**src/rtl/flash_prog_pkg.sv**
```systemverilog
// ============================================================================
// flash_prog_pkg : shared constants, state encoding and helpers for the
//                  serial flash programming engine (FLASH_PROG_VERIFY_EN
//                  adds the read-back state). Rev 1.0
// ============================================================================
`default_nettype none

package flash_prog_pkg;

  localparam logic [7:0] C_SYNC_BYTE = 8'hA5;

  localparam logic [7:0] C_CMD_ERASE = 8'h01;
  localparam logic [7:0] C_CMD_WRITE = 8'h02;

  localparam logic [7:0] C_STAT_OK      = 8'h00;
  localparam logic [7:0] C_STAT_CSUM    = 8'hE1;
  localparam logic [7:0] C_STAT_BADCMD  = 8'hE2;
  localparam logic [7:0] C_STAT_VERIFY  = 8'hE3;
  localparam logic [7:0] C_STAT_TIMEOUT = 8'hE4;

  typedef enum logic [3:0] {
    ST_IDLE,
    ST_HDR,
    ST_CMD,
    ST_ADDR,
    ST_LEN,
    ST_DLO,
    ST_DHI,
    ST_FWR,
`ifdef FLASH_PROG_VERIFY_EN
    ST_VFY,
`endif
    ST_CSUM,
    ST_FER,
    ST_RESP
  } state_t;

  // States in which the engine is ready to consume a receive byte.
  function automatic logic takes_byte(input state_t s);
    return s inside {ST_IDLE, ST_HDR, ST_CMD, ST_ADDR, ST_LEN, ST_DLO, ST_DHI, ST_CSUM};
  endfunction

  // The first error of a frame sticks; later ones are dropped.
  function automatic logic [7:0] latch_err(input logic [7:0] cur, input logic [7:0] err);
    return (cur == C_STAT_OK) ? err : cur;
  endfunction

endpackage

`default_nettype wire

```
**src/rtl/flash_prog_timeout.sv**
```systemverilog
// ============================================================================
// flash_prog_timeout : loadable down-counter; clear reloads, run counts down,
//                      expired pulses for one cycle when the budget runs out.
//                      Rev 1.0
// ============================================================================
`default_nettype none

module flash_prog_timeout #(
  parameter int TIMEOUT_CYCLES = 5_000_000
) (
  input  logic clk,
  input  logic rst,
  input  logic clear,
  input  logic run,
  output logic expired
);

  localparam int               CNT_W  = $clog2(TIMEOUT_CYCLES + 1);
  localparam logic [CNT_W-1:0] C_LOAD = CNT_W'(TIMEOUT_CYCLES - 1);

  logic [CNT_W-1:0] count_q, count_d;

  // Loaded with N-1 so that the N-th consecutive run cycle fires.
  always_comb begin
    count_d = count_q;
    expired = 1'b0;
    if (clear) begin
      count_d = C_LOAD;
    end else if (run) begin
      if (count_q == '0) begin
        expired = 1'b1;
        count_d = C_LOAD;
      end else begin
        count_d = count_q - CNT_W'(1);
      end
    end
  end

  always_ff @(posedge clk) begin
    if (rst) begin
      count_q <= C_LOAD;
    end else begin
      count_q <= count_d;
    end
  end

endmodule

`default_nettype wire

```
**src/rtl/flash_programmer.sv**
```systemverilog
// ============================================================================
// flash_programmer : parses erase/write command frames from the UART receive
//                   path, drives flash_io requests and returns a status byte.
//                   Optional read-back verify under FLASH_PROG_VERIFY_EN.
//                   Rev 1.0
// ============================================================================
`default_nettype none

module flash_programmer
  import flash_prog_pkg::*;
#(
  parameter int TIMEOUT_CYCLES = 5_000_000,
  parameter int ADDR_W         = 22
) (
  input  logic              clk,
  input  logic              rst,
  input  logic [7:0]        rx_data,
  input  logic              rx_valid,
  output logic              rx_ready,
  output logic [7:0]        tx_data,
  output logic              tx_valid,
  input  logic              tx_ready,
  output logic [ADDR_W-1:0] flash_addr,
  output logic [15:0]       flash_wdata,
  output logic              flash_write,
  output logic              flash_erase,
  output logic              flash_read,
  input  logic [15:0]       flash_rdata,
  input  logic              flash_ack,
  output logic              busy
);

  state_t            state_q, state_d;
  logic [7:0]        cmd_q, cmd_d;
  logic [ADDR_W-1:0] addr_q, addr_d;
  logic [15:0]       cnt_q, cnt_d;
  logic [1:0]        byte_cnt_q, byte_cnt_d;
  logic [7:0]        csum_q, csum_d;
  logic [7:0]        status_q, status_d;
  logic [15:0]       wdata_q, wdata_d;
  logic              write_q, write_d;
  logic              erase_q, erase_d;
  logic              tx_valid_q, tx_valid_d;
  logic [7:0]        tx_data_q, tx_data_d;
  logic              rx_ready_q, rx_ready_d;

  logic              rx_fire;
  logic              wait_byte;
  logic              to_clear;
  logic              to_run;
  logic              to_expired;
  logic [15:0]       len_word;

  assign rx_fire   = rx_valid && rx_ready_q;
  assign wait_byte = takes_byte(state_q) && (state_q != ST_IDLE);
  assign to_clear  = !wait_byte || rx_fire;
  assign to_run    = wait_byte && !rx_valid;
  assign len_word  = {cnt_q[7:0], rx_data};

  flash_prog_timeout #(
    .TIMEOUT_CYCLES(TIMEOUT_CYCLES)
  ) u_timeout (
    .clk    (clk),
    .rst    (rst),
    .clear  (to_clear),
    .run    (to_run),
    .expired(to_expired)
  );

`ifdef FLASH_PROG_VERIFY_EN
  logic rd_q, rd_d;
`endif

  always_comb begin
    state_d    = state_q;
    cmd_d      = cmd_q;
    addr_d     = addr_q;
    cnt_d      = cnt_q;
    byte_cnt_d = byte_cnt_q;
    csum_d     = csum_q;
    status_d   = status_q;
    wdata_d    = wdata_q;

    case (state_q)
      ST_IDLE: begin
        if (rx_fire && rx_data == C_SYNC_BYTE) begin
          state_d  = ST_HDR;
          status_d = C_STAT_OK;
          csum_d   = 8'h00;
        end
      end
      ST_HDR: begin
        if (rx_fire) begin
          cmd_d   = rx_data;
          csum_d  = csum_q ^ rx_data;
          state_d = ST_CMD;
        end
      end
      // CMD takes the top address byte; ADDR collects the remaining two.
      ST_CMD: begin
        if (rx_fire) begin
          addr_d     = ADDR_W'({addr_q, rx_data});
          csum_d     = csum_q ^ rx_data;
          byte_cnt_d = 2'd1;
          state_d    = ST_ADDR;
        end
      end
      ST_ADDR: begin
        if (rx_fire) begin
          addr_d = ADDR_W'({addr_q, rx_data});
          csum_d = csum_q ^ rx_data;
          if (byte_cnt_q == 2'd2) begin
            byte_cnt_d = 2'd0;
            state_d    = ST_LEN;
          end else begin
            byte_cnt_d = byte_cnt_q + 2'd1;
          end
        end
      end
      ST_LEN: begin
        if (rx_fire) begin
          cnt_d  = len_word;
          csum_d = csum_q ^ rx_data;
          if (byte_cnt_q == 2'd0) begin
            byte_cnt_d = 2'd1;
          end else begin
            byte_cnt_d = 2'd0;
            if (cmd_q == C_CMD_WRITE && len_word != 16'd0) begin
              state_d = ST_DLO;
            end else if (cmd_q == C_CMD_WRITE || cmd_q == C_CMD_ERASE) begin
              state_d = ST_CSUM;
            end else begin
              status_d = latch_err(status_q, C_STAT_BADCMD);
              state_d  = ST_CSUM;
            end
          end
        end
      end
      ST_DLO: begin
        if (rx_fire) begin
          wdata_d[7:0] = rx_data;
          csum_d       = csum_q ^ rx_data;
          state_d      = ST_DHI;
        end
      end
      ST_DHI: begin
        if (rx_fire) begin
          wdata_d[15:8] = rx_data;
          csum_d        = csum_q ^ rx_data;
          state_d       = ST_FWR;
        end
      end
      ST_FWR: begin
        if (flash_ack) begin
          cnt_d = cnt_q - 16'd1;
`ifdef FLASH_PROG_VERIFY_EN
          // Address advances only after the read-back of this word.
          state_d = ST_VFY;
`else
          addr_d  = addr_q + ADDR_W'(1);
          state_d = (cnt_q == 16'd1) ? ST_CSUM : ST_DLO;
`endif
        end
      end
`ifdef FLASH_PROG_VERIFY_EN
      ST_VFY: begin
        if (flash_ack) begin
          if (flash_rdata != wdata_q) begin
            status_d = latch_err(status_q, C_STAT_VERIFY);
          end
          addr_d  = addr_q + ADDR_W'(1);
          state_d = (cnt_q == 16'd0) ? ST_CSUM : ST_DLO;
        end
      end
`endif
      ST_CSUM: begin
        if (rx_fire) begin
          if (rx_data != csum_q) begin
            status_d = latch_err(status_q, C_STAT_CSUM);
            state_d  = ST_RESP;
          end else if (cmd_q == C_CMD_ERASE) begin
            state_d = ST_FER;
          end else begin
            state_d = ST_RESP;
          end
        end
      end
      ST_FER: begin
        if (flash_ack) begin
          state_d = ST_RESP;
        end
      end
      ST_RESP: begin
        if (tx_ready) begin
          state_d = ST_IDLE;
        end
      end
      default: begin
        state_d = ST_IDLE;
      end
    endcase

    // Expiry can only fire while no byte is offered, so a late byte always wins.
    if (to_expired) begin
      status_d = latch_err(status_q, C_STAT_TIMEOUT);
      state_d  = ST_RESP;
    end
  end

  // Registered strobes follow the next state, so they drop the edge after ack.
  always_comb begin
    write_d    = (state_d == ST_FWR);
    erase_d    = (state_d == ST_FER);
    tx_valid_d = (state_d == ST_RESP);
    tx_data_d  = (state_d == ST_RESP) ? status_d : tx_data_q;
    rx_ready_d = takes_byte(state_d);
`ifdef FLASH_PROG_VERIFY_EN
    rd_d       = (state_d == ST_VFY);
`endif
  end

  always_ff @(posedge clk) begin
    if (rst) begin
      state_q    <= ST_IDLE;
      cmd_q      <= 8'h00;
      addr_q     <= '0;
      cnt_q      <= 16'd0;
      byte_cnt_q <= 2'd0;
      csum_q     <= 8'h00;
      status_q   <= C_STAT_OK;
      wdata_q    <= 16'd0;
      write_q    <= 1'b0;
      erase_q    <= 1'b0;
      tx_valid_q <= 1'b0;
      tx_data_q  <= 8'h00;
      rx_ready_q <= 1'b0;
    end else begin
      state_q    <= state_d;
      cmd_q      <= cmd_d;
      addr_q     <= addr_d;
      cnt_q      <= cnt_d;
      byte_cnt_q <= byte_cnt_d;
      csum_q     <= csum_d;
      status_q   <= status_d;
      wdata_q    <= wdata_d;
      write_q    <= write_d;
      erase_q    <= erase_d;
      tx_valid_q <= tx_valid_d;
      tx_data_q  <= tx_data_d;
      rx_ready_q <= rx_ready_d;
    end
  end

`ifdef FLASH_PROG_VERIFY_EN
  always_ff @(posedge clk) begin
    if (rst) begin
      rd_q <= 1'b0;
    end else begin
      rd_q <= rd_d;
    end
  end
  assign flash_read = rd_q;
`else
  logic unused_rdata;
  assign unused_rdata = ^flash_rdata;
  assign flash_read   = 1'b0;
`endif

  assign rx_ready    = rx_ready_q;
  assign tx_data     = tx_data_q;
  assign tx_valid    = tx_valid_q;
  assign flash_addr  = addr_q;
  assign flash_wdata = wdata_q;
  assign flash_write = write_q;
  assign flash_erase = erase_q;
  assign busy        = (state_q != ST_IDLE);

endmodule

`default_nettype wire

```
**config.mk**
```make
export PLATFORM = sky130hd
export DESIGN_NAME = flash_programmer
export DESIGN_NICKNAME = d
export VERILOG_FILES = /design/src/rtl/flash_prog_pkg.sv /design/src/rtl/flash_prog_timeout.sv /design/src/rtl/flash_programmer.sv
export SDC_FILE = /design/constraint.sdc
export NUM_CORES = 1
export LEC_CHECK = 0
export CAP_MARGIN = 20
export CORE_UTILIZATION = 50
export CTS_BUF_LIST = sky130_fd_sc_hd__clkbuf_8
export DETAILED_ROUTE_END_ITERATION = 8
export GPL_TIMING_DRIVEN = 0
export HOLD_SLACK_MARGIN = 0.08
export PLACE_DENSITY_LB_ADDON = 0.05
export SLEW_MARGIN = 20
export SYNTH_ARGS = -nofsm -noshare
export SYNTH_HDL_FRONTEND = slang
export SYNTH_SLANG_ARGS = --single-unit
```
**constraint.sdc**
```tcl
create_clock -name clk -period 7.45 [get_ports clk]
set_clock_uncertainty 0.05 [all_clocks]
set_input_delay 1.1175 -clock clk [delete_from_list [all_inputs] [get_ports clk]]
set_output_delay 1.1175 -clock clk [all_outputs]
set_load 0.005 [all_outputs]
```
# == Word-level counts from Yosys, hierarchy flattened ==
# Cells that the tools add are included.
# op_classes
reduce_logical,32
bitwise,1
addsub,4
muxes,50
eq_ne,33
# ops
operator,count
$mux W8,13
$mux W4,16
$mux W22,2
$pmux W22 S2,1
$pmux W4 S11,1
$eq A4 B3 Y1 const B,8
$mux W16,2
$pmux W16 S2,1
$eq A4 B4 Y1 const B,6
$pmux W8 S3,1
$logic_not A23 Y1,1
$mux W23,1
$sub A23 B1 Y23 const B,1
$add A22 B1 Y22 const B,1
$eq A16 B1 Y1 const B,1
$eq A4 B2 Y1 const B,4
$pmux W8 S2,1
$reduce_bool A16 Y1,1
$reduce_bool A8 Y1,2
$sub A16 B1 Y16 const B,1
$mux W2,6
$reduce_and A3 Y1,3
$eq A4 B1 Y1 const B,2
$eq A8 B1 Y1 const B,1
other kinds (23),43
# word_totals
ff_bits,119
input_bits,29
out_inout_bits,52

# == Logic depth before layout (Yosys ltp) ==
# Gate-level depths: netlist of the first run.
# logic_depth
ltp_word,9
mapped_depth,10

# == Cells and area by module ==
# Synthesis of the first run repeated with hierarchy kept, for this count alone.
# unflattened
hier_cells,777
area_unflattened_um2,6185.9
# by_module_without_submodules
module,instances,cells_each,seq_area_each_um2,area_each_um2
flash_programmer,1,648,1921.8,5057.4
flash_prog_timeout,1,129,460.4,1128.6

# == Worst setup path after synthesis of the first run ==
# Ideal clock, no wire load.
# synth_path
path_kind,input-to-reg
startpoint,input port rx_valid
endpoint,register tx_data_q[0] (netlist: tx_data[0])
path_slack_ns,4.475
n_path_buf,1
t_arrival_ns,2.809
path_stages,6
t_required_ns,7.284
cell_sequence,or4b_4 > or3b_4 > or3_4 > a21oi_4 > buf_6 > o21ai_1
# synth_via
elab_chain_len,6
elab_cells_between_ends,23
# synth_lines
element,line,rtl
start: declaration,flash_programmer.sv:18,"input logic rx_valid,"
$logic_and A1 B1 Y1 / $logic_not A1 Y1 (equally long branches),"flash_programmer.sv:54, flash_programmer.sv:57",
$logic_and A1 B1 Y1 (on tied branches),"flash_programmer.sv:86, flash_programmer.sv:57",
$mux W4 / $mux W1 (equally long branches),"flash_programmer.sv:86, flash_prog_timeout.sv:29",
$pmux W4 S11 / $mux W1 (equally long branches),"flash_programmer.sv:84, flash_prog_timeout.sv:27",
$mux W4,flash_programmer.sv:204,if (to_expired) begin
$eq A4 B4 Y1,flash_programmer.sv:215,tx_data_d = (state_d == ST_RESP) ? status_d : tx_data_q;
end signal: assignment,flash_programmer.sv:249,tx_data_q <= tx_data_d;
end: declaration,flash_programmer.sv:44,"logic [7:0] tx_data_q, tx_data_d;"
# Parallel ways exist; a longest one is shown, timed or not.
# A chain may end at the register's enable or synchronous reset.

# == Worst setup path after layout of the first run ==
# layout_path
startpoint,input port rx_valid
endpoint,register tx_data_q[5] (netlist: tx_data[5])
# The elaborated chain is that of the path after synthesis.

==> results of run 1 <==
==> worst min-delay path, delay by kind of cell, from the launching register on <==
| family | cells | cell delay, ns |
|---|---|---|
| AND/OR/NAND/NOR | 1 | 0.06 |
| flip-flops | 1 | 0.32 |
| AO/OA/AOI/OAI | 1 | 0.05 |
==> Yosys cell counts (all sizes together) (7+ instances only) <==
| library cell | instances | area [um^2] |
|---|---|---|
| a211oi | 16 | 120.1 |
| a21oi | 54 | 281.5 |
| a22oi | 11 | 82.58 |
| and2 | 9 | 56.31 |
| and3 | 8 | 50.05 |
| clkbuf | 44 | 165.2 |
| dfxtp | 119 | 2382 |
| inv | 12 | 45.04 |
| mux2i | 26 | 260.3 |
| nand2 | 87 | 326.6 |
| nand2b | 7 | 43.79 |
| nand3 | 25 | 125.1 |
| nand4 | 11 | 68.82 |
| nor2 | 119 | 446.7 |
| nor2b | 11 | 68.82 |
| nor3 | 23 | 115.1 |
| nor4 | 19 | 137.6 |
| o21ai | 50 | 250.2 |
| o22ai | 8 | 50.05 |
| or3 | 8 | 55.05 |
| xnor2 | 12 | 105.1 |
| xor2 | 15 | 131.4 |
==> path summary, 6_finish.rpt <==
check | startpoint | to | slack [ns] | depth (start not counted)
worst max-delay path | rx_valid | tx_data[5] | 4.00 | 7
worst min-delay path | tx_data[2] | tx_data[2] | 0.42 | 2
worst max register to register | u_timeout.count_q[2] | tx_data[5] | 4.34 | 7
worst min register to register | tx_data[2] | tx_data[2] | 0.42 | 2
==> report_power, final <==
part / internal, mW / switching [mW]
Sequential: 0.636 / 0.000446
Combinational: 0.00953 / 0.0277
Clock: 0.314 / 0.306
==> per-layer routing <==
| metal | global-route usage (%) | share of wire, % |
|---|---|---|
| met5 | 0 | 0 |
| met4 | 13.15 | 2.8 |
| met3 | 7.295 | 6.4 |
| met2 | 45.30 | 45 |
| met1 | 37.80 | 45 |
==> cell families after synthesis <==
family	after synthesis	share of synthesized area, %
and+or+nand+nor	357	28.90
AOI/OAI and AO/OA	179	18.25
adders and majority gates	5	1.038
buffers and inverters	61	3.986
xor gates and xnor gates	27	3.924
muxes	26	4.318
other	1	0.06222
DFF	119	39.53
==> layout make-up <==
| cell class | instances | area share [%] |
|---|---|---|
| plain buffers | 49 | 2.709 |
| clock inverters | 14 | 2.275 |
| multi-input cells | 595 | 47.66 |
| inverters | 12 | 0.6251 |
| flip-flops and latches | 119 | 33.06 |
| well taps | 143 | 2.483 |
| repair buffers | 56 | 7.744 |
| clock buffers | 18 | 3.438 |
==> flip-flops by register name (all words and copies together) (netlist names) <==
signal	cells
byte_cnt_q	2
cmd_q	8
cnt_q	16
csum_q	8
flash_addr	22
flash_erase	1
flash_wdata	16
flash_write	1
rx_ready	1
state_q	4
status_q	8
tx_data	8
tx_valid	1
u_timeout.count_q	23
==> metrics list, run 1 <==
* Achievable clock frequency: 289.6 MHz
- Across the VDD grid, the largest voltage drop is 160.4 uV.
- Number of buffers added for setup after CTS: 0
* Area added between synthesis and finish: 19.56%
- Overflow after GRT: 0
- Final hold vios: 0
- In the final timing run, aggregate negative setup slack is 0 ns.
- The number of antenna diodes in the final layout is 0.
- Worst slack at placement: 3.503 ns
- The total count of max-transition violations in the final report is 0.
- Count of buffers inserted at the top-level ports: 55
- The critical path goes through clkdlybuf4s50_1 -> or4b_4 -> nor4_2 -> a211oi_1 -> a21oi_4 -> nor2_1 -> a211oi_1.
* Area of the core: 0.01156 mm^2
- In the finished design, the share of the clock period the worst path needs comes to 46.36%.
- Counting stages on the worst path, the most repeated cell is a211oi_1.
- Final design instance area without fill: 0.007206 mm^2
* Arrival time reported for the critical path endpoint: 3.77 ns
- STA classifies the critical path startpoint as an input port.
* Initial antenna violation count: 0
- Cells fill 62.31% of the core in the end.
* Number of cells in the finished layout apart from fillers: 1,006
- CTS-repair resized insts: 0
* Filler Cells Inserted: 1,077
- Detailed placement ended at an HPWL of 12.52 mm.
* Netlist cell types: 58
- Across all layers, the routed design uses 6,015 vias.
- Slowest-stage cell, CP: nor4_2
* Synth Area per Inst: 7.777 um^2
- Of the synthesized area, sequential elements account for 39.53%.
* Category of cells accounting for the largest share of critical-path delay: simple AND/OR/NAND/NOR gates
- Worst Hold Slack: 0.4195 ns
- CTS Hold Buffers Added: 0
- Violated checks: design-rule violations
- The longest clock path from root to sink contains 2 buffers.
- RSZ-0062 raised after global routing: no
* Clock tree from TritonCTS: yes
- Total clock buffers created by CTS: 17
- Routed Antenna Nets: 0
- Multi-input combinational cell area: 0.003435 mm^2
- CP required: 7.77 ns
* Count of final setup violators: 0
- After technology mapping, the gate count stands at 775.
* Remaining DRCs: 3
- Together, buffers and inverters on the worst path number 1.
- Worst min path class: flop to flop
- Max-capacitance violation count: 0
* Post-synthesis cell area: 0.006027 mm^2
- After detailed routing, the average wire length per cell comes to 17.79 um.
* Total clock sinks: 119
* Post-route setup slack: 3.997 ns
- The floorplan step set the die height to 111.8 um.
- Leaving out fill and tap cells, the most frequent cells in the layout are nor2_1 (119), dfxtp_1 (119), nand2_1 (87).
* Last weighted congestion value of the routability-driven placer: 0.9045
- Dominant synthesized flop cell: dfxtp_1
* Peak per-stage delay on the critical path: 0.62 ns
- First drt pass iteration count: 9
- The detailed router finished its first iteration with 505 violations.
- The setup path with the least slack is of type input port to flop.
- In the final design database the tool counted 884 nets.
* Maximum number of pins on one net before global-route repair: 17
- Max-slew headroom: 34.21%
- The placed instances occupy a cell area of 0.006784 mm^2.
- Yosys mapped a number of flops with a built-in enable equal to 0.
- Placement Rows: 39
- Transition time at the pin with the least slew margin: 0.9809 ns
- Crit end category: flop
- Status: finished, violations left
- Clock tree root driver cell: clkbuf_8
- Number of synthesized register bits: 119
* Final critical-path required period: 3.453 ns
- Area taken by flip-flops and latches: 0.002382 mm^2
* Share of cells above drive strength 1: 5.910%
- The first global-routing pass estimated 28.40 mm of wire.
* Asr flop ratio synth: 0%
* Pleak: 2.396 nW
- Clock latency reported for the late side of the worst-skew pair: 0.46 ns
- In the global route stage, overall resource usage came out at 29.04%.
* Total number of yosys warnings: 0
- CP max FO: 7
* Die Area: 0.01250 mm^2
- Total Wirelength: 17.90 mm
* Vias in the first global route: 5,597
- Counting every net in the synthesized netlist gives 809.
- Total power of the final layout: 1.294 mW
- CTS clock-pin slew for the worst setup and hold paths: 0.08 ns
- Effective utilization at floorplan: 52.12%
- In the routed layout, each cell is associated on average with a via count of 5.979.
- In this run, placement finished with an instance count of 974.
* IO Count: 81
- Horizontal die dimension: 111.8 um
- Power spread over the standard cell area amounts to 179.5 mW/mm^2.
- H-tree depth reported by CTS: 4
No activity file was read; power rests on OpenSTA's default activity.
==> run 2, diff against run 1 <==
Clock period 7.45 ns to 3.45 ns, I/O delays scaled along.
==> run 2 against run 1 <==
  * Cell area hardly changed
  * Non-clock buffer count unchanged
  * Global-route usage did not move
  * Critical path type is now flop to flop
  * Register-to-register slack lost 4.0 ns
  * Clock-buffer cell count stayed put
  * Worst hold slack about the same
  * Sequential power is 120% higher
  * Cell count is the same
  * Largest cell class unchanged
  * Sequential share of layout area hardly changed
  * The flow still finishes with violations (design-rule violations)
==> metrics list, run 2 (synthesized netlist as in run 1, its figures left out) <==
- The worst-case clock buffer depth is 2 (unchanged).
- The H-tree depth was 4 (unchanged).
* Global-route wire length before repair: 28.40 mm (unchanged)
* Startpoint type of the worst setup path: flop
- Worst IR drop on VDD: 346.2 uV (+120%)
- Most repeated library cell on the critical path: a211oi_1
- The top cell types in the final layout, fill and taps aside, are nor2_1 (119), dfxtp_1 (119), nand2_1 (87).
- Via density per instance: 5.970 (-0.15%)
* Placement Rows: 39 (unchanged)
- First drt pass iteration count: 9 (unchanged)
* Vias in the first global route: 5,597 (unchanged)
- The starting density of the core came to 52.12% (unchanged).
- Slowest-stage cell, CP: nor4_2
- The worst setup slack for register-to-register paths came to 0.32 ns (-4.02 ns).
- The post-CTS setup buffer count is 0 (unchanged).
- The clock sink count came to 119 (unchanged).
- Routed Antenna Nets: 0 (unchanged)
* Total power of the final layout: 2.795 mW (+120%)
- The number of buffers created by CTS is 17 (unchanged).
- GRT Total Usage: 29.04% (unchanged)
* Pleak: 2.396 nW (about the same)
- The required time reported for the critical path endpoint came to 3.77 ns (-4.00 ns).
- The checks that failed: design-rule violations.
- Share of cells above drive strength 1: 6.025% (+0.12 points)
* Total Wirelength: 17.87 mm (-0.17%)
- The DRC violations left was 3 (unchanged).
* Drt first-iter violations: 510 (+0.99%)
* RSZ-0062 raised after global routing: no
* Max-capacitance violation count: 0 (unchanged)
- Count of final setup violators: 0 (unchanged)
* Final Net Count: 884 (unchanged)
* Die Area: 0.01250 mm^2 (unchanged)
- HPWL Detailed: 12.52 mm (unchanged)
- The slew of the pin with the lowest slew margin was 0.9984 ns (+0.01751 ns).
- The flow ran to the end, but the final reports show violations.
* Peak per-stage delay on the critical path: 0.62 ns (about the same)
- The count of boundary I/O pins is 81 (unchanged).
- The mean routed wirelength per cell came to 17.76 um (-0.17%).
- Clock tree root driver cell: clkbuf_8
- The path class of the tightest hold or removal check is flop to flop.
- Hold worst-path end: tx_data[2]
- Max-slew headroom: 33.04% (-1.2 points)
- The die height came to 111.8 um (unchanged).
- Max-slew violations: 0 (unchanged)
* Ordered list of cells on the worst path: or4_4 -> or4b_4 -> nor4_2 -> a211oi_1 -> a21oi_4 -> nor2_1 -> a211oi_1
- Horizontal die dimension: 111.8 um (unchanged)
- Achievable clock frequency: 320.0 MHz
* Power density over cell area: 387.7 mW/mm^2 (+120%)
- Final critical-path required period: 3.125 ns
* Crit path kind: flop to flop
- Final hold vios: 0 (unchanged)
- Aggregate negative setup slack: 0 ns (unchanged)
* Antenna Diode Count: 0 (unchanged)
* Worst hold path cell count: 2 (unchanged)
* Cell depth of the worst flop-to-flop path: 7 (unchanged)
- The source-to-sink clock delay at the later pin of the worst-skew pair came to 0.46 ns (about the same).
- Count of buffers inserted at the top-level ports: 55 (unchanged)
- Reg2reg end: tx_data[5]
* Vias after detailed routing: 6,006 (-0.15%)
- The number of antenna violations at the first check in global routing was 0 (unchanged).
- The startpoint identified for the worst hold timing path is tx_data[2].
* CTS clock-pin slew for the worst setup and hold paths: 0.08 ns (about the same)
* CP max FO: 7 (unchanged)
- The pin count of the biggest net entering global routing is 17 (unchanged).
* Overflow after GRT: 0 (unchanged)
- The arrival time at the worst endpoint is 3.44 ns (-0.33 ns).
- The weighted congestion reported at the end of routability-driven placement came to 0.9045 (unchanged).
* Worst slack at placement: 0.1026 ns (-3.400 ns)
- The worst setup path is captured at a flop.
- The standard cell core area is 0.01156 mm^2 (unchanged).
- The post-route worst setup slack is 0.3247 ns (-3.672 ns).
* Top reg by flops: u_timeout.count_q
* Reg-to-reg startpoint: u_timeout.count_q[2]
* Area added between synthesis and finish: 19.64% (about the same)
* Period utilization: 90.59%
- Flip-flop count of the largest register, all copies and words added: 23 (unchanged)
* Clock tree from TritonCTS: yes
run 2: power breakdown:
part           switching (mW)  total (mW)  internal [mW]
registers            0.000948        1.37           1.37
logic                  0.0595      0.0801         0.0206
clock network           0.663        1.34          0.679
run 2: layer usage:
layer	GRT usage, %	vias to the layer above	part of all wire [%]
li1	-	2909	-
met1	37.80	2831	45
met2	45.30	229	46
met3	7.295	37	6.5
met4	13.15	0	2.3
met5	0	-	0
run 2: timing repair:
item                       4_1_cts  5_1_grt
setup endpoints to repair        0        2
hold buffers                     0        0
resized for setup                0        1
run 2: cell type report:
cell class,count,area [um^2]
tap,143,178.9
clock inverter,14,163.9
fill,1076,4354
inverter,12,45.04
sequential,119,2382
timing repair buffer,56,558.0
clock buffer,18,247.7
buffer,49,195.2
multi-input combinational,595,3440
run 2: per-stage QoR:
stage               hold slack, ns  utilization, %  instance area [um^2]  std cells
finish                      0.4195           62.35                  7211       1006
global route                0.4500           62.35                  7211       1006
CTS                         0.4249           62.22                  7196       1006
detailed placement          0.4083           58.66                  6784        974
global placement            0.4009           58.42                  6756        973
floorplan                   0.4011               -                  6027        775
run 2: critical path: cells and delay by family (launching register included):
kind	cells	cell delay, ns
simple gates	4	1.77
compound gates	3	0.86
flops	1	0.35
run 2: how the worst max path moves through the flow:
stage | from | endpoint | slack (ns) | depth (start not counted)
final | u_timeout.count_q[2] | tx_data[5] | 0.32 | 7
after global routing | state_q[3] | tx_data[6] | 0.06 | 8
after CTS | u_timeout.count_q[2] | tx_data[5] | 0.29 | 7
after detailed placement | rx_valid | tx_data[5] | 0.10 | 7
after global placement | state_q[3] | tx_data[1] | 0.08 | 9
after floorplan | u_timeout.count_q[2] | tx_data[0] | 0.76 | 7
==> run 3, diff against run 2 <==
Clock period 3.45 ns to 2.5 ns, I/O delays scaled along.
==> run 3 against run 2 <==
  * The flow finishes with violations (design-rule violations, negative setup slack)
  * Maximum frequency is 10% higher
  * Register-to-register slack worse by 0.66 ns
  * Worst hold slack worse by 0.058 ns
  * Wire length is 3.7% higher
  * Cell count is 1.7% higher
  * Critical path depth is 1 higher
  * Combinational power is 42% higher
  * Sequential share of layout area is 1.6 points lower
  * Global-route usage is 0.59 points higher
  * Flip-flop and latch count stayed put
  * Clock power is 29% higher
==> metrics list, run 3 (synthesized netlist as in run 1, its figures left out) <==
* Total clock buffers created by CTS: 17 (unchanged)
- Crit end category: flop
* CTS clock-pin slew for the worst setup and hold paths: 0.08 ns (about the same)
- The total half-perimeter wirelength after legalization and detailed placement is 12.54 mm (+0.17%).
* Startpoint type of the worst setup path: flop
* Peak per-stage delay on the critical path: 0.54 ns (-0.08 ns)
- The total count of max-transition violations in the final report came to 0 (unchanged).
- The min-delay analysis places its worst path in the category input port to flop.
- The first-iteration detailed-routing DRC count is 620 (+22%).
- Overflow after GRT: 0 (unchanged)
* Clock tree root driver cell: clkbuf_8
* Routed Antenna Nets: 0 (unchanged)
* Worst Hold Slack: 0.3616 ns (-0.05789 ns)
* Initial antenna violation count: 0 (unchanged)
- The power density relative to cell area came to 493.7 mW/mm^2 (+27%).
- Total clock sinks: 119 (unchanged)
* CP required: 2.82 ns (-0.95 ns)
- Flip-flop count of the largest register, all copies and words added: 23 (unchanged)
- Via density per instance: 6.036 (+1.1%)
* Maximum number of pins on one net before global-route repair: 17 (unchanged)
* Area added between synthesis and finish: 25.85%
- Violated checks: design-rule violations, negative setup slack
* Clock latency reported for the late side of the worst-skew pair: 0.46 ns (about the same)
* Standard cell area after detailed placement: 0.006785 mm^2 (about the same)
- Max-slew headroom: 22.93% (-10 points)
* Slowest-stage cell, CP: or4_4
- Horizontal die dimension: 111.8 um (unchanged)
- Traced cell by cell, the critical path runs through or4_4 -> or4b_4 -> or3b_4 -> or3_4 -> a21oi_4 -> buf_12 -> nor2_1 -> a211oi_1.
- Effective utilization at floorplan: 52.12% (unchanged)
- Vias after detailed routing: 6,175 (+2.8%)
- Worst IR drop on VDD: 388.6 uV (+12%)
- The first-pass GRT wire length is 28.99 mm (+2.1%).
* Count of final setup violators: 30 (+30)
- Total Wirelength: 18.53 mm (+3.7%)
* Status: finished, violations left
- First drt pass iteration count: 9 (unchanged)
- The fraction of layout cells with a size suffix above 1 was 12.73% (+6.7 points).
- The number of input and output port buffers inserted is 55 (unchanged).
- Remaining DRCs: 3 (unchanged)
* Last weighted congestion value of the routability-driven placer: 0.8841 (-2.3%)
* CTS Hold Buffers Added: 0 (unchanged)
- Pleak: 2.603 nW (+8.7%)
* Max-capacitance violation count: 0 (unchanged)
- The number of filler cells placed in the layout came to 1,015 (-5.7%).
- Number of cells in the finished layout apart from fillers: 1,023 (+1.7%)
* Arrival time reported for the critical path endpoint: 3.16 ns (-0.28 ns)
- The global-route total usage across every layer came to 29.63% (+0.59 points).
- Average wire per standard cell: 18.12 um (+2.0%)
- Vias in the first global route: 5,602 (+0.089%)
- The achievable frequency came to 352.1 MHz (+10%).
* Transition time at the pin with the least slew margin: 1.146 ns (+0.1481 ns)
- The count of boundary I/O pins was 81 (unchanged).
- The worst-case clock buffer depth came to 2 (unchanged).
- The number of hold violations in the final report was 0 (unchanged).
- Post-route setup slack: -0.3399 ns (-0.6647 ns)
* H-tree depth reported by CTS: 4 (unchanged)
* Top reg by flops: u_timeout.count_q
- The ratio of final minimum period to clock period came to 113.6% (+23 points).
* Final critical-path required period: 2.840 ns (-0.2853 ns)
* Commonest cells after routing, fill and taps aside: nor2_1 (117), dfxtp_1 (117), nand2_1 (83)
- Final Net Count: 902 (+2.0%)
- Final design instance area without fill: 0.007585 mm^2 (+5.2%)
- The post-placement cell count is 974 (unchanged).
- Clock tree from TritonCTS: yes
- Setup repair after global routing could not meet its margin everywhere.
* Height of the die: 111.8 um (unchanged)
- The largest fanout of any net on the critical path was 7 (unchanged).
* Crit path kind: flop to flop
- The count of standard-cell rows was 39 (unchanged).
* Total power of the final layout: 3.744 mW (+34%)
- Aggregate negative setup slack: -5.312 ns (-5.312 ns)
- The standard cell core area was 0.01156 mm^2 (unchanged).
- Antenna Diode Count: 0 (unchanged)
* Die Area: 0.01250 mm^2 (unchanged)
[run 3: cell count changes in the layout (fill, tap and decap cells not counted), sizes merged]
cell and delta:
clkbuf -4, clkinv +3, buf +21, inv -4
nand2 +1
[run 3: layer usage]
metal,part of all wire [%],vias to the layer above,global-route usage [%]
met5,0,-,0
met4,2.6,0,13.33
met3,6.9,41,6.968
met2,47,252,47.54
met1,43,2944,37.82
li1,-,2938,-
[run 3: stage by stage]
step | utilization (%) | setup slack [ns]
global route | 65.58 | -0.4000
CTS | 63.50 | -0.3264
finish | 65.58 | -0.3399
global placement | 58.43 | -0.8580
detailed placement | 58.67 | -0.6926
floorplan | - | -0.1760
[run 3: path summary, 6_finish.rpt]
check,from,to,slack (ns),depth (start not counted)
setup reg to reg,u_timeout.count_q[2],tx_data[7],-0.34,8
hold reg to reg,tx_data[0],tx_data[0],0.42,2
setup / recovery,u_timeout.count_q[2],tx_data[7],-0.34,8
hold / removal,rx_data[6],flash_wdata[6],0.36,3
[run 3: timing repair]
item                       4_1_cts  5_1_grt
cloned                           1        1
setup endpoints to repair       75       83
pin swaps                        2       10
resized for setup               21       50
setup buffers                   10       10
[run 3: power breakdown]
part / switching [mW] / internal [mW]
sequential: 0.00163 / 1.90
clock: 0.835 / 0.898
combinational: 0.0850 / 0.0290
total: 0.922 / 2.82
[run 3: worst max-delay path, delay by kind of cell (launching register included)]
| kind | cells | cell delay (ns) |
|---|---|---|
| flip-flops | 1 | 0.32 |
| AO/OA/AOI/OAI | 2 | 0.35 |
| AND/OR/NAND/NOR | 5 | 1.88 |
| buffers and inverters | 1 | 0.14 |
[run 3: final cells by class]
cell class	count	area, um^2	area share [%]
buffer	45	200.2	2.639
clock buffer	18	247.7	3.266
clock inverter	13	132.6	1.749
inverter	12	45.04	0.5939
multi-input combinational	596	3651	48.14
sequential	119	2385	31.44
tap	143	178.9	2.359
timing repair buffer	77	744.5	9.815
